File: src/rtl/exc_ctrl.sv
// Exception commit controller: resolves MEM-stage exceptions/eret to one cause, pulses CP0 flags,
// sequences flush and PC redirect, and synchronises interrupts. Optional macro: CP0_EPC_FWD_EN.
module exc_ctrl #(
  parameter logic [31:0] EXC_VECTOR   = 32'hBFC00380,
  parameter int          FLUSH_CYCLES = 1
) (
  input  logic        clk,
  input  logic        rst,
  input  logic        mem_valid_i,
  input  logic [31:0] mem_pc_i,
  input  logic        mem_delayslot_i,
  input  logic [4:0]  mem_exc_i,
  input  logic        mem_eret_i,
  input  logic        stall_i,
  input  logic        wb_cp0_we_i,
  input  logic [4:0]  wb_cp0_waddr_i,
  input  logic [31:0] wb_cp0_wdata_i,
  input  logic [31:0] cp0_epc_i,
  input  logic        timer_int_i,
  input  logic [5:0]  hw_int_i,
  output logic [5:0]  int_o,
  output logic        break_flag_o,
  output logic        syscall_flag_o,
  output logic        overflow_flag_o,
  output logic        ades_flag_o,
  output logic        adel_flag_o,
  output logic        eret_flag_o,
  output logic        delayslot_flag_o,
  output logic [31:0] exc_pc_o,
  output logic        flush_o,
  output logic        redirect_o,
  output logic [31:0] redirect_pc_o,
  output logic        busy_o
);

  typedef enum logic [1:0] {IDLE, COMMIT, FLUSH, REDIRECT} state_t;

  localparam logic [4:0] EPC_ADDR   = 5'd14;
  localparam logic [3:0] FLUSH_LAST = 4'(FLUSH_CYCLES - 1);

  state_t      state_reg;
  logic [3:0]  cnt_reg;
  logic [31:0] target_reg;
  logic [5:0]  flags_reg;
  logic        delayslot_reg;
  logic [31:0] exc_pc_reg;
  logic        flush_reg;
  logic        redirect_reg;
  logic [31:0] redirect_pc_reg;
  logic        busy_reg;
  logic [5:0]  sync1_reg;
  logic [5:0]  sync2_reg;

  logic        detect;
  logic        any_exc;
  logic [5:0]  cause_next;
  logic [31:0] eret_target;

  assign any_exc = |mem_exc_i;
  assign detect  = mem_valid_i && !stall_i && (any_exc || mem_eret_i);

  // Flag order {break, syscall, overflow, ades, adel, eret}; mem_exc_i[4] is break.
  always_comb begin
    cause_next = 6'b000000;
    if (mem_exc_i[4])      cause_next = 6'b100000;
    else if (mem_exc_i[3]) cause_next = 6'b010000;
    else if (mem_exc_i[2]) cause_next = 6'b001000;
    else if (mem_exc_i[1]) cause_next = 6'b000100;
    else if (mem_exc_i[0]) cause_next = 6'b000010;
    else if (mem_eret_i)   cause_next = 6'b000001;
  end

`ifdef CP0_EPC_FWD_EN
  // An mtc0 EPC still in WB has not reached CP0 yet, so take its data directly.
  assign eret_target = (wb_cp0_we_i && (wb_cp0_waddr_i == EPC_ADDR)) ? wb_cp0_wdata_i : cp0_epc_i;
`else
  logic unused_wb;
  assign unused_wb   = ^{wb_cp0_we_i, wb_cp0_waddr_i, wb_cp0_wdata_i, EPC_ADDR};
  assign eret_target = cp0_epc_i;
`endif

  always_ff @(posedge clk) begin
    if (rst) begin
      state_reg       <= IDLE;
      cnt_reg         <= 4'd0;
      target_reg      <= 32'd0;
      flags_reg       <= 6'd0;
      delayslot_reg   <= 1'b0;
      exc_pc_reg      <= 32'd0;
      flush_reg       <= 1'b0;
      redirect_reg    <= 1'b0;
      redirect_pc_reg <= 32'd0;
      busy_reg        <= 1'b0;
    end else begin
      case (state_reg)
        IDLE: begin
          if (detect) begin
            flags_reg     <= cause_next;
            delayslot_reg <= any_exc ? mem_delayslot_i : 1'b0;
            exc_pc_reg    <= mem_pc_i;
            target_reg    <= any_exc ? EXC_VECTOR : eret_target;
            flush_reg     <= 1'b1;
            busy_reg      <= 1'b1;
            state_reg     <= COMMIT;
          end
        end
        COMMIT: begin
          flags_reg     <= 6'd0;
          delayslot_reg <= 1'b0;
          cnt_reg       <= FLUSH_LAST;
          state_reg     <= FLUSH;
        end
        FLUSH: begin
          if (cnt_reg == 4'd0) begin
            flush_reg       <= 1'b0;
            redirect_reg    <= 1'b1;
            redirect_pc_reg <= target_reg;
            state_reg       <= REDIRECT;
          end else begin
            cnt_reg <= cnt_reg - 4'd1;
          end
        end
        REDIRECT: begin
          redirect_reg <= 1'b0;
          busy_reg     <= 1'b0;
          state_reg    <= IDLE;
        end
        default: state_reg <= IDLE;
      endcase
    end
  end

  always_ff @(posedge clk) begin
    if (rst) begin
      sync1_reg <= 6'd0;
      sync2_reg <= 6'd0;
    end else begin
      sync1_reg <= hw_int_i;
      sync2_reg <= sync1_reg;
    end
  end

  assign int_o = {sync2_reg[5] | timer_int_i, sync2_reg[4:0]};

  assign {break_flag_o, syscall_flag_o, overflow_flag_o,
          ades_flag_o, adel_flag_o, eret_flag_o} = flags_reg;
  assign delayslot_flag_o = delayslot_reg;
  assign exc_pc_o         = exc_pc_reg;
  assign flush_o          = flush_reg;
  assign redirect_o       = redirect_reg;
  assign redirect_pc_o    = redirect_pc_reg;
  assign busy_o           = busy_reg;

endmodule

File: config.mk
export PLATFORM = sky130hd
export DESIGN_NAME = exc_ctrl
export DESIGN_NICKNAME = d
export VERILOG_FILES = /design/src/rtl/exc_ctrl.sv
export SDC_FILE = /design/constraint.sdc
export NUM_CORES = 1
export LEC_CHECK = 0
export ABC_CLOCK_PERIOD_IN_PS = 2000
export BUFFER_PORTS_ARGS = -buffer_cell sky130_fd_sc_hd__buf_2
export CORE_MARGIN = 3
export CORE_UTILIZATION = 47
export DETAILED_ROUTE_END_ITERATION = 8
export PLACE_DENSITY = 0.79
export SLEW_MARGIN = 40
export SYNTH_ARGS = -nofsm -noshare
export SYNTH_HDL_FRONTEND = slang
export SYNTH_SLANG_ARGS = --single-unit
File: constraint.sdc
create_clock -name clk -period 2 [get_ports clk]
set_input_delay 0.2 -clock clk [delete_from_list [all_inputs] [get_ports clk]]
set_output_delay 0.2 -clock clk [all_outputs]
set_load 0.05 [all_outputs]
==> results.toml <==
[setup_path]
critical_path_required_ns = 2.44
critPathLaunchType = "register"
cp_data_arrival_time_ns = 2.28
endpoint_kind = "register"
rr_worst_depth = 6
crit_path_max_fanout = 4
crit_type = "reg2reg"

[synthesis]
synth_flop_cell = "dfxtp_1"
synth-seq-cells = 124
synth_area_leader_cell = "dfxtp_1"
netlist_area_um2 = 4590
synth_area_per_cell_um2 = 8.29
ys_top_cells_by_area = "dfxtp_1 (54%), nand2_1 (12%), a21oi_1 (10%)"
ys_seq_area_share_pct = 54.0
synth-warning-count = 0
async_flop_share_pct = 0
synth-edff-count = 0
synth_cells = 554
synth.top_cell.area_share_pct = 54.0
synth_nets = 681
ys_types = 38

[floorplan]
dieHeight_um = 105
core_um2 = 9370
ioPinCount = 200
rows = 35
dieArea_um2 = 11000
start_util_pct = 49.0
die_x_um = 105

[power]
p_leak_uw = 0.00290
seqPwrFrac_pct = 35.8
power_density_nw_per_um2 = 1130
p_sw_uw = 2560
p_comb_share_pct = 24.7
clkPwrFrac_pct = 39.5
peakVddDrop_mv = 0.690
swShare_pct = 33.1
p_int_uw = 5180

[routing]
vias_per_cell = 5.17
postRouteAntennaNets = 0
vias = 4755
drt_iter0_drc = 344
drt-total-wl_mm = 14.1
wl_per_cell_um = 15.3
drtPass1Iterations = 5
route.detailed.drc = 0

[sta]
clock_skew_ns = 0.00999
worst_slack_ns = 0.160
setup_violations = 0
finalCriticalPeriod_ns = 1.84
finalCritPeriodShare_pct = 92.0
finalMaxSlewViolations = 0
worst_slew_pin_slew_ns = 0.480
fin_tns_setup_ns = 0
rsz0062_at_grt = "false"
hold_viol_final = 0
slew_headroom_pct = 68.0
fmax_mhz = 544

[clock_network]
cts.sinks = 124
clkLatencyLatePin_ns = 0.51
htree_levels = 4
root_buffer = "clkbuf_8"
clk_pin_slew_ns = 0.06
cts_tree = "done"
cts_buffers = 17
clk_path_buf_depth = 2

[outcome]
outcome = "completed"

[grt]
top_usage_layer = "met2"
met1_usage_pct = 28.4
antenna_found_initial = 0
grtUsageMet2_pct = 46.0
grt_pass1_vias = 4846
grt_use_met3_pct = 7.23
grt_max_degree = 47
grt_pass1_wl_mm = 23.2
grtUsageTotal_pct = 26.0
overflow = 0

[cells_and_area]
antennaDiodeCount = 0
drive_gt1_share_pct = 27.5
post-route-util_pct = 73.4
area_growth_syn_to_layout_pct = 49.7
finalNetCount = 904

[worst_hold_path]
hp-class = "in2reg"
worstHoldPathCells = 3

[place]
place_hpwl_mm = 8.00
gp_congestion = 0.777
numPortBuffers = 161
dp_slack_ns = 0.141

[run]
maxCapViolCount = 0
[logic make-up after synthesis]
logic type | after synthesis | share of synthesized area [%]
mux | 4 | 0.871
flops | 124 | 54.0
simple gates | 260 | 25.4
fa+ha+maj | 7 | 1.91
buf+inv | 54 | 5.39
compound gates | 105 | 12.4
[final cells by class]
class / count / area [µm²]
clock buffers: 19 / 442
flip-flops and latches: 124 / 2480
fillers: 706 / 2490
repair buffers: 251 / 1740
clock inverters: 13 / 155
multi-input cells: 376 / 1870
inverters: 7 / 26.3
well taps: 129 / 161
[layer usage]
layer  up-vias  routed length, µm
met5         -                  0
met4         0                492
met3        54                918
met2       237               7310
met1      2194               5380
li1       2270                  -
[power by group through the flow]
stage	Clock [µW]	Combinational [µW]	Sequential, µW
after floorplan	0	826	3220
after global placement	0	1690	2810
after detailed placement	0	1740	2820
after CTS	3080	1850	2770
after global routing	3250	2060	2790
final	3060	1910	2770
[Yosys cell counts, drive strengths merged, types with 2 or more instances]
master and number:
nand2 153, dfxtp 124, a21oi 93, clkbuf 28, nor3 27, nand3 25, buf 19, nor2 18
nor2b 13, ha 7, inv 7, nand2b 6, mux2i 4, o21ai 4, nand3b 3, nand4b 2
nor3b 2, nor4 2, or2 2
[timing repair]
action                                  CTS  global route
hold buffers                             75             0
setup buffers                             0             0
endpoints found under the setup margin    0             4
hold endpoints to repair                 75             0
resized for setup                         0             1
[final timing paths]
kind,endpoint,slack (ns),startpoint
hold reg to reg,sync2_reg[0],0.44,sync1_reg[0]
hold / removal,target_reg[25],0.02,cp0_epc_i[25]
setup reg to reg,flags_reg[4],0.16,state_reg[0]
setup / recovery,flags_reg[4],0.16,state_reg[0]
[critical path, cell delays in order (launching register included)]
cell and delay [ns]:
dfxtp_1 0.32, inv_1 0.12, ha_1 0.23, and3b_1 0.24, o21ai_4 0.09, or4b_2 0.62
a21oi_1 0.15
[metrics by stage]
stage / hold slack (ns) / total power, µW / instances / instance area (µm²)
after floorplan: 0.328 / 4040 / 554 / 4590
after global placement: 0.406 / 4500 / 811 / 5500
after detailed placement: 0.416 / 4560 / 811 / 5500
after CTS: 0.00754 / 7700 / 918 / 6850
after global routing: 0.0417 / 8110 / 919 / 6880
final: 0.0163 / 7740 / 919 / 6880
[layout by cell type, fill, tap and decap left out, types with 4 or more instances in the layout]
cell type	Yosys	routed
nor2_1	18	18
dlygate4sd3_1	0	75
a21oi_1	93	93
clkbuf_16	0	17
nor3_1	27	27
ha_1	7	7
nand2b_1	6	6
nand2_1	152	152
nor2b_1	13	13
buf_2	12	160
buf_12	0	4
inv_1	7	7
dfxtp_1	124	124
inv_6	0	5
nand3_1	25	25
mux2i_1	4	4
buf_4	6	11
No activity file was read; power rests on OpenSTA's default activity.
